===== src/rtl/envelope_adsr.sv =====
// ADSR amplitude envelope applied to an offset-binary oscillator stream.
// A 16-bit accumulator steps once per audio sample; its high byte scales the sample.
module envelope_adsr #(
    parameter int BITDEPTH = 12
) (
    input  logic                clk,
    input  logic                rst,
    input  logic                sample_en,
    input  logic                gate,
    input  logic [7:0]          attack_rate,
    input  logic [7:0]          decay_rate,
    input  logic [7:0]          sustain_level,
    input  logic [7:0]          release_rate,
    input  logic [BITDEPTH-1:0] osc_in,
    output logic [BITDEPTH-1:0] out,
    output logic                out_valid,
    output logic                busy
);

    localparam logic [BITDEPTH-1:0] MIDPOINT = {1'b1, {(BITDEPTH-1){1'b0}}};

    typedef enum logic [2:0] {
        S_IDLE,
        S_ATTACK,
        S_DECAY,
        S_SUSTAIN,
        S_RELEASE
    } state_t;

    state_t              r_state;
    state_t              w_state_nxt;
    logic [15:0]         r_acc;
    logic [15:0]         w_acc_nxt;
    logic                r_gate_q;
    logic [BITDEPTH-1:0] r_out;
    logic                r_out_valid;
    logic                w_rise;
    logic                w_fall;
    logic [16:0]         w_att_sum;
    logic [16:0]         w_dec_diff;
    logic [16:0]         w_rel_diff;

    // Offset-binary sample times unsigned level; |p>>>8| stays below the midpoint, so no saturation.
    function automatic logic [BITDEPTH-1:0] f_scale(input logic [BITDEPTH-1:0] x,
                                                    input logic [7:0] lvl);
        logic signed [BITDEPTH+8:0] s;
        logic signed [BITDEPTH+8:0] l;
        logic signed [BITDEPTH+8:0] p;
        s = $signed({{9{~x[BITDEPTH-1]}}, ~x[BITDEPTH-1], x[BITDEPTH-2:0]});
        l = $signed({{(BITDEPTH+1){1'b0}}, lvl});
        p = s * l;
        return BITDEPTH'(p >>> 8) + MIDPOINT;
    endfunction

    assign w_rise     = gate & ~r_gate_q;
    assign w_fall     = ~gate & r_gate_q;
    // Bit 16 is the carry (attack) or borrow (decay/release) of the 12-bit step.
    assign w_att_sum  = {1'b0, r_acc} + {5'b0, attack_rate, 4'b0000};
    assign w_dec_diff = {1'b0, r_acc} - {5'b0, decay_rate, 4'b0000};
    assign w_rel_diff = {1'b0, r_acc} - {5'b0, release_rate, 4'b0000};

    always_ff @(posedge clk or negedge rst) begin
        if (!rst) begin
            r_state  <= S_IDLE;
            r_acc    <= '0;
            r_gate_q <= 1'b0;
        end else begin
            r_state  <= w_state_nxt;
            r_acc    <= w_acc_nxt;
            r_gate_q <= gate;
        end
    end

    // A gate edge takes priority over the sample step; the accumulator is left untouched.
    always_comb begin
        w_state_nxt = r_state;
        w_acc_nxt   = r_acc;
        if (w_rise) begin
            w_state_nxt = S_ATTACK;
        end else if (w_fall) begin
            if (r_state == S_ATTACK || r_state == S_DECAY || r_state == S_SUSTAIN) begin
                w_state_nxt = S_RELEASE;
            end
        end else if (sample_en) begin
            case (r_state)
                S_ATTACK: begin
                    if (attack_rate == 8'h00 || w_att_sum[16]) begin
                        w_acc_nxt   = 16'hFFFF;
                        w_state_nxt = S_DECAY;
                    end else begin
                        w_acc_nxt = w_att_sum[15:0];
                    end
                end
                S_DECAY: begin
                    if (decay_rate == 8'h00 || w_dec_diff[16] ||
                        w_dec_diff[15:8] <= sustain_level) begin
                        w_acc_nxt   = {sustain_level, 8'h00};
                        w_state_nxt = S_SUSTAIN;
                    end else begin
                        w_acc_nxt = w_dec_diff[15:0];
                    end
                end
                S_SUSTAIN: begin
                    w_acc_nxt = {sustain_level, 8'h00};
                end
                S_RELEASE: begin
                    if (release_rate == 8'h00 || w_rel_diff[16] || w_rel_diff[15:0] == 16'h0000) begin
                        w_acc_nxt   = 16'h0000;
                        w_state_nxt = S_IDLE;
                    end else begin
                        w_acc_nxt = w_rel_diff[15:0];
                    end
                end
                default: begin
                end
            endcase
        end
    end

    // Output scaling uses the level held before this clock's accumulator step.
    always_ff @(posedge clk or negedge rst) begin
        if (!rst) begin
            r_out       <= MIDPOINT;
            r_out_valid <= 1'b0;
        end else begin
            r_out_valid <= sample_en;
            if (sample_en) begin
                r_out <= f_scale(osc_in, r_acc[15:8]);
            end
        end
    end

    assign out       = r_out;
    assign out_valid = r_out_valid;
    assign busy      = (r_state != S_IDLE);

endmodule


===== config.mk =====
export PLATFORM = sky130hd
export DESIGN_NAME = envelope_adsr
export DESIGN_NICKNAME = d
export VERILOG_FILES = /design/src/rtl/envelope_adsr.sv
export SDC_FILE = /design/constraint.sdc
export NUM_CORES = 1
export LEC_CHECK = 0
export CAP_MARGIN = 20
export CORE_MARGIN = 2
export CORE_UTILIZATION = 37
export CTS_BUF_LIST = sky130_fd_sc_hd__clkbuf_8
export DETAILED_ROUTE_END_ITERATION = 12
export PLACE_DENSITY = 0.67
export SLEW_MARGIN = 20
export SYNTH_ARGS = -nofsm -noshare
export SYNTH_HDL_FRONTEND = slang
export SYNTH_SLANG_ARGS = --single-unit

===== constraint.sdc =====
create_clock -name clk -period 9.15 [get_ports clk]
set_input_delay 1.83 -clock clk [delete_from_list [all_inputs] [get_ports clk]]
set_output_delay 1.83 -clock clk [all_outputs]
set_load 0.02 [all_outputs]

==> run summary, run 1 <==
Clock tree synthesis selected as its root buffer the cell clkbuf_8. For this run, the number of Yosys warnings is 0. TritonCTS built the clock tree.

After global routing the overflow that remains totals 0. Entering global routing, the biggest net connects 31 pins. Count of vias placed by the detailed router: 5363. The flow ran to the end, and the final reports show no timing, DRC or antenna violations. After clock tree synthesis, the flow added hold-fix buffers numbering 0. The post-cts gate resize count is 0, and the initial standard-cell utilization of the core is 37.8%. The max-slew headroom at the worst pin is 30.0%, and the post-layout net count is 1016.

In this run the deepest clock path goes through 2 buffers. The nature of the critical path startpoint was a primary input. Once detail routing completed, the nets flagged for antenna violations numbered 0.

The cell accounting for the most synthesized area is fa_1. The average wire per standard cell is 15.3 µm. The tools report the number of antenna violations at the first check in global routing as 0. For this run, the leading register cell type out of synthesis is dfrtp_1. The count of input and output buffers is 61, and the final routed wirelength across all metal layers is 16000 µm. In this run the number of H-tree levels came out at 2. For the max-slew violation total from the final report, the log shows 0.

The critical path class was primary input to flop. Setup violations remaining at the end of the flow were counted as 0. Before antenna repair, the detailed router went through 5 iterations. In this run, placement finished with an instance count of 1039. Post-synthesis instance area: 6510 µm².

Setup repair after global routing left no endpoint under its margin. The non-filler instance count after layout is 1047, and the number of enable-type register cells in the synthesized netlist is 0. The vertical die dimension works out to 137 µm. The tools report the number of buffers created by CTS as 5. The worst path needs 6860 ps of the cycle, external delays included. In the routed layout, each cell is associated on average with a via count of 5.12. The slew at the pin closest to its max-slew limit came out at 1050 ps. The area share of the largest cell type after synthesis is 24.0%, and the final worst clock skew is 13.7 ps.

From left edge to right edge, the die measures 137 µm. After synthesis the netlist holds a flip-flop and latch count of 30. Counting flops with an async set or reset pin after synthesis yields a share of 100%. Counting every sink on the clock net gives 30.

In the final layout, the share of cells above drive strength 1 is 4.62%. Summing all non-filler instances in the final layout gives an area of 7440 µm². The number of different library cells used by synthesis comes to 67.

The share of the Yosys chip area taken by registers is 11.5%. After detailed routing, the number of remaining DRC violations is 0. Synthesis produced 770 cells.

Synthesis produced a netlist with a net count of 965. Number of violations reported at the end of detailed-routing iteration 0: 346. Cells fill 43.2% of the core in the end. At the later pin of the worst-skew pair, clock insertion delay measures 300 ps.

Via count of the first global-routing pass: 5514. For the total inserted antenna cells, the log shows 0. STA classifies the critical path endpoint as a flop. The logs give 0 for the number of setup buffers added after CTS and 18.2% for the total global routing track utilization. The die covers 18700 µm². Relative to the synthesized area, the layout overhead comes to 14.2%. For the data arrival time at the worst-slack endpoint, the log shows 7050 ps. In this run the core area contains 48 standard-cell rows.

The number of top-level design ports is 62, and the clock transition at the registers of the reported paths is 80 ps. At the worst endpoint, the required time is 9340 ps. Summed over all nets, the half-perimeter wirelength after detailed placement is 12900 µm. Timing would allow up to 146 MHz.

The core region is 17200 µm². The setup total negative slack was 0 ps. The first-pass GRT wire length came out at 26900 µm. Summing all placed instances gives a cell area of 7350 µm². Sorting the synthesized cells by area gives the leading types as fa_1, ha_1, dfrtp_1. Path class of the lowest-slack min-delay path: flop to flop. The average footprint of a synthesized cell is 8.46 µm², and the largest driver fanout on the critical path is 8. The max capacitance violation total was 0.

After layout, the worst path uses 74.9% of the clock period. Routability-driven placement finished with a final weighted congestion of 0.862. The tools report the number of hold violations in the final report as 0.
cells in the mapped netlist (4+ instances only):
| master | number |
|---|---|
| nor3_1 | 23 |
| xor2_1 | 7 |
| a221oi_1 | 5 |
| nand3_1 | 13 |
| a21o_1 | 6 |
| xnor2_1 | 35 |
| fa_1 | 78 |
| a31oi_1 | 6 |
| o211ai_1 | 8 |
| nand2_1 | 65 |
| mux2_2 | 12 |
| inv_1 | 152 |
| and2_1 | 46 |
| nand2b_1 | 8 |
| a211oi_1 | 7 |
| dfrtp_1 | 29 |
| nor2b_1 | 10 |
| nor4_1 | 8 |
| a21oi_1 | 27 |
| clkbuf_1 | 15 |
| buf_1 | 4 |
| nor2_1 | 34 |
| o21a_1 | 13 |
| ha_1 | 69 |
| o21ai_0 | 22 |
final timing paths:
| path | slack (ps) | from | to | depth (start not counted) |
|---|---|---|---|---|
| worst min register to register | 510 | out[7] | out[7] | 1 |
| worst min-delay path | 510 | out[7] | out[7] | 1 |
| worst max register to register | 3610 | r_acc[12] | out[10] | 18 |
| min in group asynchronous | 1940 | rst | r_acc[4] | 2 |
| max in group asynchronous | 6850 | rst | out[11] | 2 |
| worst max-delay path | 2290 | osc_in[11] | out[10] | 18 |
worst max-delay path: stages:
cell and delay (ps):
clkdlybuf4s50_1 610, nand2b_1 240, inv_1 90, fa_1 710
inv_1 150, fa_1 540, inv_1 50, fa_1 470
inv_1 50, fa_1 530, inv_1 40, ha_1 340
a21o_1 210, a221o_2 430, a31o_4 280, a21oi_2 150
xnor2_1 70, mux2_2 260
logic make-up after synthesis:
group / after synthesis / share of synthesized area, %
simple gates: 230 / 18.2
xor+xnor: 42 / 5.65
flops: 30 / 11.5
buf+inv: 172 / 10.0
mux: 15 / 2.54
compound gates: 134 / 14.8
fa+ha+maj: 147 / 37.2
cell usage in the layout, fill, tap and decap left out, types with 3 or more instances in the layout:
master,n
a211oi_1,7
a21o_1,6
a21oi_1,27
a221oi_1,5
a22oi_1,3
a31oi_1,6
and2_1,46
and3_1,3
buf_4,3
clkbuf_8,6
clkdlybuf4s50_1,61
dfrtp_1,29
fa_1,78
ha_1,69
inv_1,153
mux2_2,12
mux2i_1,3
nand2_1,65
nand2b_1,8
nand3_1,13
nor2_1,34
nor2b_1,10
nor3_1,23
nor4_1,8
o211ai_1,8
o21a_1,13
o21ai_0,22
o21bai_1,3
o31ai_1,3
o32a_1,3
or3_1,3
or4_1,3
xnor2_1,35
xor2_1,7
metal layers:
metal / vias up / wire length [µm] / track usage, %
met5: - / 0 / 0
met1: 2584 / 7500 / 24.7
met3: 18 / 619 / 1.89
li1: 2646 / - / -
met4: 0 / 211 / 4.28
met2: 115 / 7640 / 31.0
sequential cells by signal, indices dropped and copies added (netlist names):
name,count
r_acc,13
out,12
r_state,3
out_valid,1
r_gate_q,1
final cells by class:
class,instances,area [µm²]
Fill cell,1713,9800
Inverter,152,571
Tap cell,225,282
Sequential cell,30,752
Clock buffer,6,82.6
Multi-Input combinational cell,568,5110
Clock inverter,2,8.76
Timing Repair Buffer,64,633
metrics by stage:
step	hold slack (ps)	worst slack [ps]
after global routing	520	2020
after CTS	512	2300
after floorplan	463	2860
after detailed placement	495	1990
after global placement	490	2090
final	510	2290
Power of run 1 is not shown: default switching activity piles up to over one toggle a cycle in this logic, so the estimate is an artifact.
==> inputs of run 2 (changes only) <==
==> constraint.sdc (replaced) <==
create_clock -name clk -period 6.8 [get_ports clk]
set_input_delay 1.36 -clock clk [delete_from_list [all_inputs] [get_ports clk]]
set_output_delay 1.36 -clock clk [all_outputs]
set_load 0.02 [all_outputs]
==> run 2 against run 1 <==
Compared with the run above: sequential cell count is the same; sequential share of layout area shrank 0.10 points; critical endpoint unchanged; final area grew 1.0%.
==> run summary, run 2 (synthesis gave the netlist of run 1 again) <==
The max-slew headroom at the worst pin came out at 34.6% (+4.5 points). The layout overhead on the synthesized area was 15.3%; the filler cell count was 1715 (+0.12%). For the placer congestion estimate, the log shows 0.893 (+3.6%). The path class of the lowest-slack min-delay path is flop to flop. STA classifies the critical path endpoint as a flop.

The chip width is 137 µm (unchanged), and the number of buffers created by CTS is 5 (unchanged). Walking the worst path, the cells encountered are clkdlybuf4s50_1, and2_1, fa_1, inv_1, fa_1, inv_1, fa_1, inv_1, fa_1, inv_1, ha_1, or4_1, a21oi_2, o31ai_2, a221o_2, a31o_4, a21oi_2, xnor2_1, mux2_2. The initial standard-cell utilization of the core was 37.8% (unchanged); the highest clock frequency the design can meet was 160 MHz. The slew at the pin closest to its max-slew limit was 979 ps (-70.8 ps); the fraction of layout cells with a size suffix above 1 was 5.77% (+1.1 points).

The tools report the DRC violation count after routing as 0 (unchanged). The vertical die dimension works out to 137 µm (unchanged). The run gives 27500 µm (+2.4%) as the first-pass GRT wire length.

Setup repair after global routing left no endpoint under its margin. The die area is 18700 µm² (unchanged), and the average wire per standard cell is 15.5 µm (+2.0%). The largest driver fanout on the critical path was 8 (unchanged). The flow ran to the end, and the final reports show no timing, DRC or antenna violations.

The library cell used most frequently in the layout, excluding fill and tap cells, is inv_1. Register with the most flip-flops: r_acc. Leaving out fill and tap cells, the most frequent cells in the layout are inv_1, fa_1, ha_1. Number of setup buffers added after CTS: 0 (unchanged). For the total inserted antenna cells, the log shows 0 (unchanged). The final global-route overflow total came out at 0 (unchanged). The count of vias placed by the detailed router is 5461 (+1.8%). The worst-case clock buffer depth was 2 (unchanged); the count of input and output buffers was 61 (unchanged). The number of violations reported at the end of detailed-routing iteration 0 was 350 (+1.2%). The run gives 5421 (-1.7%) as the via count of the first global-routing pass. The run gives 48 (unchanged) as the row count.

TritonCTS built the clock tree. The later-pin clock latency in the skew report was 300 ps (about the same). The run gives 0 (unchanged) as the number of setup violations in the final report.

The total global routing track utilization was 18.8% (+0.64 points); the largest net degree at the start of global routing was 31 (unchanged). The data arrival time at the worst-slack endpoint came out at 6450 ps (-600 ps). The count of clock tree sinks is 30 (unchanged), and the worst hold slack after final layout is 507 ps (-2.41 ps). The remaining number of nets flagged by the antenna check after routing is 0 (unchanged), and the number of hold violations in the final report is 0 (unchanged). For the number of top-level design ports, the log shows 62 (unchanged).

The level count of the clock H-tree is 2 (unchanged), and the length of the first detailed-routing pass in iterations is 7 (+2). The placed cell area was 7420 µm² (+1.0%); the number of antenna violations at the first check in global routing was 0 (unchanged). The clock transition at the registers of the reported paths works out to 70 ps (about the same). The tools report the data required time at the worst endpoint as 6990 ps (-2350 ps). The max capacitance violation total is 0 (unchanged). The total area of multi-input combinational cells is 5110 µm² (unchanged), and the number of hold buffers added after cts is 0 (unchanged).

The tools report the post-cts gate resize count as 0 (unchanged). The final worst clock skew was 4.35 ps (-9.38 ps). The slowest stage of the critical path is the clkdlybuf4s50_1 cell. The nature of the critical path startpoint is a primary input. Combined flip-flop and latch cell area: 752 µm² (unchanged). The worst setup path is of the primary input to flop kind. After layout, the minimum clock period comes to 6270 ps.

For the total core area, the log shows 17200 µm² (unchanged). Ratio of routed vias to standard cells: 5.17 (+0.86%). Setup total negative slack: 0 ps (unchanged). Number of flip-flops in the largest register: 13 (unchanged). The post-route fraction of the period consumed by the critical path works out to 92.2%. The largest stage delay on the critical path is 550 ps (-160 ps).

The final routed wirelength across all metal layers was 16400 µm (+2.9%). Max-slew violation total from the final report: 0 (unchanged). The post-layout net count is 1026 (+0.98%). CTS placed an instance of clkbuf_8 at the clock tree root. The run gives 13500 µm (+4.0%) as the half-perimeter wire length after detailed placement. The total non-filler cell area in the finished layout was 7510 µm² (+1.0%).
==> run 2: final timing paths <==
check                           from       end  slack [ps]  depth (start not counted)
setup / recovery           osc_in[5]   out[10]         530                         19
hold / removal                out[8]    out[8]         510                          1
setup reg to reg           r_acc[10]   out[10]        1420                         17
hold reg to reg               out[8]    out[8]         510                          1
max in group asynchronous        rst   out[11]        4970                          2
min in group asynchronous        rst  r_acc[4]        1470                          2
==> run 2: cell type report <==
cell class / count / share of cell area [%]
Clock buffer: 6 / 1.10
Clock inverter: 2 / 0.117
Inverter: 152 / 7.59
Multi-Input combinational cell: 568 / 68.0
Sequential cell: 30 / 10.0
Tap cell: 225 / 3.75
Timing Repair Buffer: 74 / 9.43
==> run 2: worst max-delay path: cells and delay by family <==
| family | cells | cell delay, ps |
|---|---|---|
| buffers and inverters | 5 | 750 |
| XOR/XNOR | 1 | 70 |
| multiplexers | 1 | 250 |
| adder cells (fa/ha/maj) | 5 | 2230 |
| AND/OR/NAND/NOR | 2 | 680 |
| AO/OA/AOI/OAI | 5 | 1110 |
==> run 2: metrics by stage <==
stage / utilization [%] / std cells / worst slack (ps)
after floorplan: - / 770 / 984
after global placement: 43.1 / 1049 / 255
after detailed placement: 43.1 / 1049 / 250
after CTS: 43.6 / 1057 / 541
after global routing: 43.6 / 1057 / 341
final: 43.6 / 1057 / 534
==> run 2: layer usage <==
metal	track usage [%]	part of all wire (%)
met1	26.2	46
met2	31.1	48
met3	1.56	4.3
met4	5.56	2.0
met5	0	0
Power of run 2 is left out for the same reason.
==> inputs of run 3 (changes only) <==
--- a/config.mk
+++ b/config.mk
@@ -5,13 +5,16 @@
 export SDC_FILE = /design/constraint.sdc
 export NUM_CORES = 1
 export LEC_CHECK = 0
+export ABC_AREA = 1
 export CAP_MARGIN = 20
 export CORE_MARGIN = 2
 export CORE_UTILIZATION = 37
 export CTS_BUF_LIST = sky130_fd_sc_hd__clkbuf_8
 export DETAILED_ROUTE_END_ITERATION = 12
-export PLACE_DENSITY = 0.67
+export MAX_ROUTING_LAYER = met4
+export PLACE_DENSITY = 0.66
 export SLEW_MARGIN = 20
 export SYNTH_ARGS = -nofsm -noshare
 export SYNTH_HDL_FRONTEND = slang
 export SYNTH_SLANG_ARGS = --single-unit
+export TNS_END_PERCENT = 20
==> run 3 against run 2 <==
Compared with the run above: worst setup slack gained 540 ps; first-iteration DRC count grew 16%; die area grew 7.6%; sequential share of layout area shrank 0.52 points; area after synthesis grew 7.9%; final area grew 5.5%; wire length grew 11%; utilization shrank 1.1 points; via count grew 19%; global-route usage grew 0.85 points; clock skew grew 9.4 ps; largest cell class unchanged.
==> run summary, run 3 <==
The chip width came out at 142 µm (+3.7%). The dominant register cell in the synthesized netlist is dfrtp_1. The run gives 14900 µm (+11%) as the half-perimeter wire length after detailed placement. The max-slew violation total from the final report is 0 (unchanged), and the largest net degree at the start of global routing is 31 (unchanged).

STA classifies the critical path startpoint as a primary input. By area the synthesized netlist is led by fa_1, nand2_1, inv_1. DRC violation count after routing: 0 (unchanged). The level count of the clock H-tree came out at 2 (unchanged).

Number of hold buffers added after cts: 0 (unchanged). Setup repair after global routing left no endpoint under its margin. The run finished with clean final reports. The max-slew headroom at the worst pin is 40.9% (+6.3 points). The logs give 0 (unchanged) for the max capacitance violation total and 1279 (+25%) for the post-layout net count.

The logs give 0 (unchanged) for the number of antenna violations at the first check in global routing and 50 (+4.2%) for the row count. The via count of the first global-routing pass was 6382 (+18%); the first-pass GRT wire length was 31000 µm (+13%). The final global-route overflow total is 0 (unchanged), and the hold-critical path depth is 2 (+1).

The clock period minus final worst setup slack was 5730 ps (-537 ps). The average wire per standard cell was 13.8 µm (-11%). The library cell used most frequently in the layout, excluding fill and tap cells, is nand2_1.

The average footprint of a synthesized cell is 6.74 µm² (-20%). The logs give 19.7% (+0.85 points) for the total global routing track utilization and 5170 µm² (+1.2%) for the total area of multi-input combinational cells. Cell accounting for the most synthesized area: fa_1. The path with the worst hold slack has its endpoint at out[11]. The ratio of routed vias to standard cells works out to 4.91 (-5.0%).

The count of synthesis-stage warnings from yosys was 0 (unchanged); the post-route fraction of the period consumed by the critical path was 84.3% (-7.9 points). In this run the critical register-to-register path is captured at out[11]. The filler cell count came out at 1968 (+15%). The launch point of the worst hold path is out[11].

Startpoint of the most critical register-to-register path: r_acc[12]. The combined flip-flop and latch cell area was 752 µm² (unchanged). The logs give 175 MHz (+9.4%) for the highest clock frequency the design can meet and 1630 ps (+210 ps) for the register-to-register setup slack. The post-synthesis instance area was 7030 µm² (+7.9%).

The count of input and output buffers is 61 (unchanged), and the placer congestion estimate is 0.943 (+5.6%). The tools report the kind of capture point of the worst setup path as a flop. The number of top-level design ports was 62 (unchanged); the count of vias placed by the detailed router was 6476 (+19%). The share of async-settable or async-resettable flops after synthesis is 100% (unchanged), and the worst hold slack after final layout is 472 ps (-35.7 ps). The data required time at the worst endpoint is 6980 ps (about the same).

The number of setup violations in the final report was 0 (unchanged). For the setup total negative slack, the log shows 0 ps (unchanged). The final worst clock skew came out at 13.8 ps (+9.41 ps).

The vertical die dimension was 142 µm (+3.7%). Register with the most flip-flops: r_acc. The clock transition at the registers of the reported paths is 70 ps (about the same), and the die area is 20100 µm² (+7.6%). The later-pin clock latency in the skew report is 300 ps (about the same), and the post-synthesis cell count is 1042 (+35%). For the initial standard-cell utilization of the core, the log shows 37.7% (-0.11 points). The path class of the tightest hold or removal check is flop to flop. The register area share after synthesis is 10.7% (-0.84 points), and the area share of the largest cell type after synthesis is 22.2% (-1.7 points). For the total core area, the log shows 18600 µm² (+8.2%). The tools report the number of distinct library cells after synthesis as 41 (-39%).

The worst-case clock buffer depth came out at 2 (unchanged). TritonCTS built the clock tree. The register bit total from synthesis is 30 (unchanged), and the number of hold violations in the final report is 0 (unchanged).

Counting instances in the post-synthesis netlist gives the leading cell types as nand2_1, inv_1, fa_1. The run gives 5 (-2) as the length of the first detailed-routing pass in iterations. The tools report the number of buffers created by CTS as 5 (unchanged). The count of cells along the worst register-to-register path is 18 (+1), and the total inserted antenna cells is 0 (unchanged).

The number of enable-type register cells in the synthesized netlist was 0 (unchanged). nand2_1 is the most common cell in the netlist. Relative to the synthesized area, the layout overhead comes to 12.8%.

The number of setup buffers added after CTS came out at 0 (unchanged). The run gives 405 (+16%) as the number of violations reported at the end of detailed-routing iteration 0. The number of flip-flops in the largest register came out at 13 (unchanged). In this run the clock root is driven by a clkbuf_8.

The logs give 18200 µm (+11%) for the final routed wirelength across all metal layers and 5910 ps (-540 ps) for the data arrival time at the worst-slack endpoint. The fraction of layout cells with a size suffix above 1 came out at 3.78% (-2.0 points). The slew at the pin closest to its max-slew limit came out at 887 ps (-92.1 ps). The library cells used most frequently in the layout, excluding fill and tap cells, are nand2_1, inv_1, fa_1. The post-cts gate resize count is 0 (unchanged). The critical path class is primary input to flop. The count of clock tree sinks is 30 (unchanged), and the synthesized netlist net count is 1237 (+28%). The remaining number of nets flagged by the antenna check after routing is 0 (unchanged). The largest driver fanout on the critical path was 6 (-2).
[run 3: per-layer routing]
layer	up-vias	routed length [µm]	track usage, %
met5	-	0	-
met4	0	214	3.95
met3	15	1030	1.72
met2	159	8320	32.0
met1	3025	8630	27.0
li1	3277	-	-
[run 3: stage by stage]
step | instances | area [µm²] | utilization (%) | setup slack [ps]
after floorplan | 1042 | 7030 | - | 1680
after global placement | 1311 | 7820 | 41.9 | 855
after detailed placement | 1311 | 7820 | 41.9 | 757
after CTS | 1319 | 7930 | 42.5 | 1070
after global routing | 1319 | 7930 | 42.5 | 732
final | 1319 | 7930 | 42.5 | 1070
[run 3: final cells by class]
class,instances,share of cell area [%]
well taps,234,3.69
clock buffers,5,0.868
inverters,263,12.5
flip-flops and latches,30,9.49
multi-input cells,722,65.2
repair buffers,62,7.80
clock inverters,3,0.505
[run 3: kinds of logic (layout without fill, tap and decap cells)]
family	after synthesis	after routing	share of synthesized area (%)
AOI/OAI and AO/OA	114	114	9.06
DFF	30	30	10.7
adders and majority gates	147	147	34.5
and+or+nand+nor	438	438	27.1
xor gates and xnor gates	23	23	2.87
buffers and inverters	290	333	15.7
[run 3: how the worst max path moves through the flow]
stage                    start      end  slack (ps)  cells past startpoint
finish              osc_in[11]   out[6]        1070                     18
global route        osc_in[11]  out[10]         730                     19
CTS                 osc_in[11]   out[6]        1070                     18
detailed placement  osc_in[11]   out[6]         760                     18
global placement    osc_in[11]   out[6]         850                     18
floorplan           osc_in[11]   out[6]        1680                     17
[run 3: worst max-delay path, stage by stage]
cell	delay, ps
clkdlybuf4s50_1	590
nor2_1	120
fa_1	710
inv_1	140
fa_1	540
inv_1	50
fa_1	470
inv_1	50
fa_1	520
inv_1	40
ha_1	340
a21oi_1	220
o21ai_0	110
a21oi_1	120
nand2_1	110
or2_2	280
nand3_1	70
nand2_1	60
Power of run 3 is left out for the same reason.
==> RTL edit: new RTL, flow settings as in run 2 <==
`BITDEPTH`: 12 -> 13.
--- a/src/rtl/envelope_adsr.sv
+++ b/src/rtl/envelope_adsr.sv
@@ -2,5 +2,5 @@
 // A 16-bit accumulator steps once per audio sample; its high byte scales the sample.
 module envelope_adsr #(
-    parameter int BITDEPTH = 12
+    parameter int BITDEPTH = 13
 ) (
     input  logic                clk,
Ports: changed (resized osc_in and out); port bits go from 62 to 64. No check against the original RTL was run, so the function may have changed too.
==> RTL edit against run 2 <==
First-iteration DRC count increased by 31%. Worst setup slack improved by 0.080 ns. Synthesized area up 4.8%. Die area grew 4.7%. Synthesized cell count grew 3.0%. Design area grew 4.3%. Wire length increased by 5.0%. Sequential cell count increased by 1. Critical endpoint is now out[11]$_DFFE_PN0P_.
Power is left out: the tool's default activity adds up to more than one toggle a clock period on the data nets, which glitch-free logic cannot reach.
==> RTL edit: results (changes against run 2) <==
- Net count of the mapped netlist: 997 (was 965)
* List of most frequent post-synthesis cells: 160 x sky130_fd_sc_hd__inv_1, 84 x sky130_fd_sc_hd__fa_1, 71 x sky130_fd_sc_hd__ha_1 (was 152 x sky130_fd_sc_hd__inv_1, 78 x sky130_fd_sc_hd__fa_1, 69 x sky130_fd_sc_hd__ha_1)
- Met1 layer wirelength in the final routing: 7.817 mm (was 7.538 mm)
- The routing usage on met1 was 0.2465 (was 0.2617).
* Met2 layer wire length in the routed design: 8.404 mm (was 7.863 mm)
- The number of antenna violations at the first check in global routing is 0 (unchanged).
* Origin of the critical flop-to-flop path: r_acc[8]$_DFFE_PN0P_ (was r_acc[10]$_DFFE_PN0P_)
- Max-slew headroom at the worst pin: 0.4368 (was 0.3455)
- Amount of wire on met3 after detailed routing: 775 um (was 707 um)
- Outcome: finished clean (unchanged)
- The top-area cell type share of the netlist area was 0.2463 (was 0.2397).
* Placer congestion estimate: 0.8903 (was 0.8929)
- The path type of the worst min-delay path is flop to flop (unchanged).
- The first-pass GRT wire length was 28.99 mm (was 27.51 mm).
- The fill cell instance count of the final layout was 1826 (was 1715).
- Number of DRC markers after the initial detailed-route iteration: 458 (was 350)
- Top cells by area, synth: sky130_fd_sc_hd__fa_1 25%, sky130_fd_sc_hd__ha_1 13%, sky130_fd_sc_hd__dfrtp_1 11% (was sky130_fd_sc_hd__fa_1 24%, sky130_fd_sc_hd__ha_1 13%, sky130_fd_sc_hd__dfrtp_1 11%)
- The via count of the first global-routing pass was 5784 (was 5421).
* HPWL after DPL: 13.93 mm (was 13.45 mm)
- Post-synth cell types: 71 (was 67)
- The startpoint of the lowest-slack hold path was out[0]$_DFFE_PN0P_ (was out[8]$_DFFE_PN0P_).
- The setup clock skew after layout was 0.01606 ns (was 0.004348 ns).
- Number of port buffers: 63 (was 61)
- The clock transition at the register clock pins on the worst setup and hold paths after CTS is 0.07 ns (about the same).
- Met2 Resource Use GR: 0.3145 (was 0.3114)
- The count of inserted antenna diode cells is 0 (unchanged).
- The pin count of the biggest net entering global routing was 32 (was 31).
* Highest fanout seen on the critical path: 8 (unchanged)
- The number of vias per cell is 5.258 (was 5.167).
- Average routed wire per standard cell: 15.93 um (was 15.55 um)
- Number of optimization iterations in the first detailed-route pass: 5 (was 7)
- The buffers inserted during post-CTS setup optimization is 0 (unchanged).
* Fraction of layout cells with a size suffix above 1: 0.06909 (was 0.05769)
- The synthesized area per cell was 8.610 um2 (was 8.461 um2).
- Met3 layer usage reported by global route: 0.02237 (was 0.01556)
- The endpoint arrival time on the critical path came to 6.37 ns (was 6.45 ns).
- Timing startpoint of the critical path: osc_in[5] (unchanged)
* Global-route usage over all layers: 0.1823 (was 0.1880)
* Sequential cell area fraction in the yosys report: 0.1138 (was 0.1154)
* Num CTS Buffers: 5 (unchanged)
- The async set-or-reset flop fraction in the synthesized netlist came to 1.000 (unchanged).
- Number of standard cells in the layout, taps in and fillers out: 1083 (was 1057)
RTL edit: changes by cell type after synthesis, sizes merged, moves of 5 or more:
| cell | delta |
|---|---|
| a221oi | +5 |
| inv | +8 |
| o211ai | -6 |
| nor2 | +6 |
| o22ai | +6 |
| a21oi | +6 |
| o21ai | -6 |
| nand3 | -7 |
| fa | +6 |
| xnor2 | -7 |
| xor2 | +6 |
RTL edit: worst max-delay path, cell delays in order:
cell and delay (ns):
sky130_fd_sc_hd__clkdlybuf4s50_1 0.61, sky130_fd_sc_hd__nand2_1 0.12, sky130_fd_sc_hd__fa_1 0.51, sky130_fd_sc_hd__fa_1 0.55, sky130_fd_sc_hd__inv_1 0.05, sky130_fd_sc_hd__fa_1 0.53, sky130_fd_sc_hd__inv_1 0.05, sky130_fd_sc_hd__fa_1 0.52
sky130_fd_sc_hd__inv_1 0.04, sky130_fd_sc_hd__ha_1 0.21, sky130_fd_sc_hd__or2_2 0.30, sky130_fd_sc_hd__o22a_1 0.18, sky130_fd_sc_hd__a41oi_2 0.26, sky130_fd_sc_hd__o21ai_1 0.20, sky130_fd_sc_hd__a211oi_2 0.33, sky130_fd_sc_hd__o21bai_1 0.12
sky130_fd_sc_hd__xor2_1 0.15, sky130_fd_sc_hd__mux2_2 0.26
RTL edit: area by class of cell:
cell class                      instances  area, um2  share of cell area
Clock buffer                            6      82.58             0.01053
Clock inverter                          2      35.03            0.004469
Inverter                              160      600.6             0.07662
Multi-Input combinational cell        586       5381              0.6865
Sequential cell                        31      777.0             0.09912
Tap cell                              229      286.5             0.03655
Timing Repair Buffer                   69      675.6             0.08619
RTL edit: stage by stage:
step,hold slack [ns],cell area [um2],util,setup WS (ns)
2_1_floorplan,0.5076,6828,-,1.250
3_3_place_gp,0.4899,7721,0.4284,0.3876
3_5_place_dp,0.4956,7721,0.4284,0.2912
4_1_cts,0.5114,7839,0.4349,0.6121
5_1_grt,0.5288,7839,0.4349,0.2628
6_report,0.5061,7839,0.4349,0.6136
RTL edit: kinds of logic (layout without fill, tap and decap cells):
family,Yosys count,after routing,share of synthesized area
mux,13,13,0.02199
compound gates,135,135,0.1517
flops,31,31,0.1138
simple gates,242,242,0.1855
buf+inv,176,237,0.09804
xor+xnor,41,41,0.05259
fa+ha+maj,155,155,0.3764
RTL edit: worst paths after layout:
path / end / slack, ns / depth (start not counted)
max: out[11]$_DFFE_PN0P_ / 0.61 / 18
min reg2reg: out[0]$_DFFE_PN0P_ / 0.51 / 1
max in group asynchronous: out[12]$_DFFE_PN1P_ / 4.98 / 2
min in group asynchronous: out[5]$_DFFE_PN0P_ / 1.48 / 2
max reg2reg: out[11]$_DFFE_PN0P_ / 1.36 / 17
min: out[0]$_DFFE_PN0P_ / 0.51 / 1
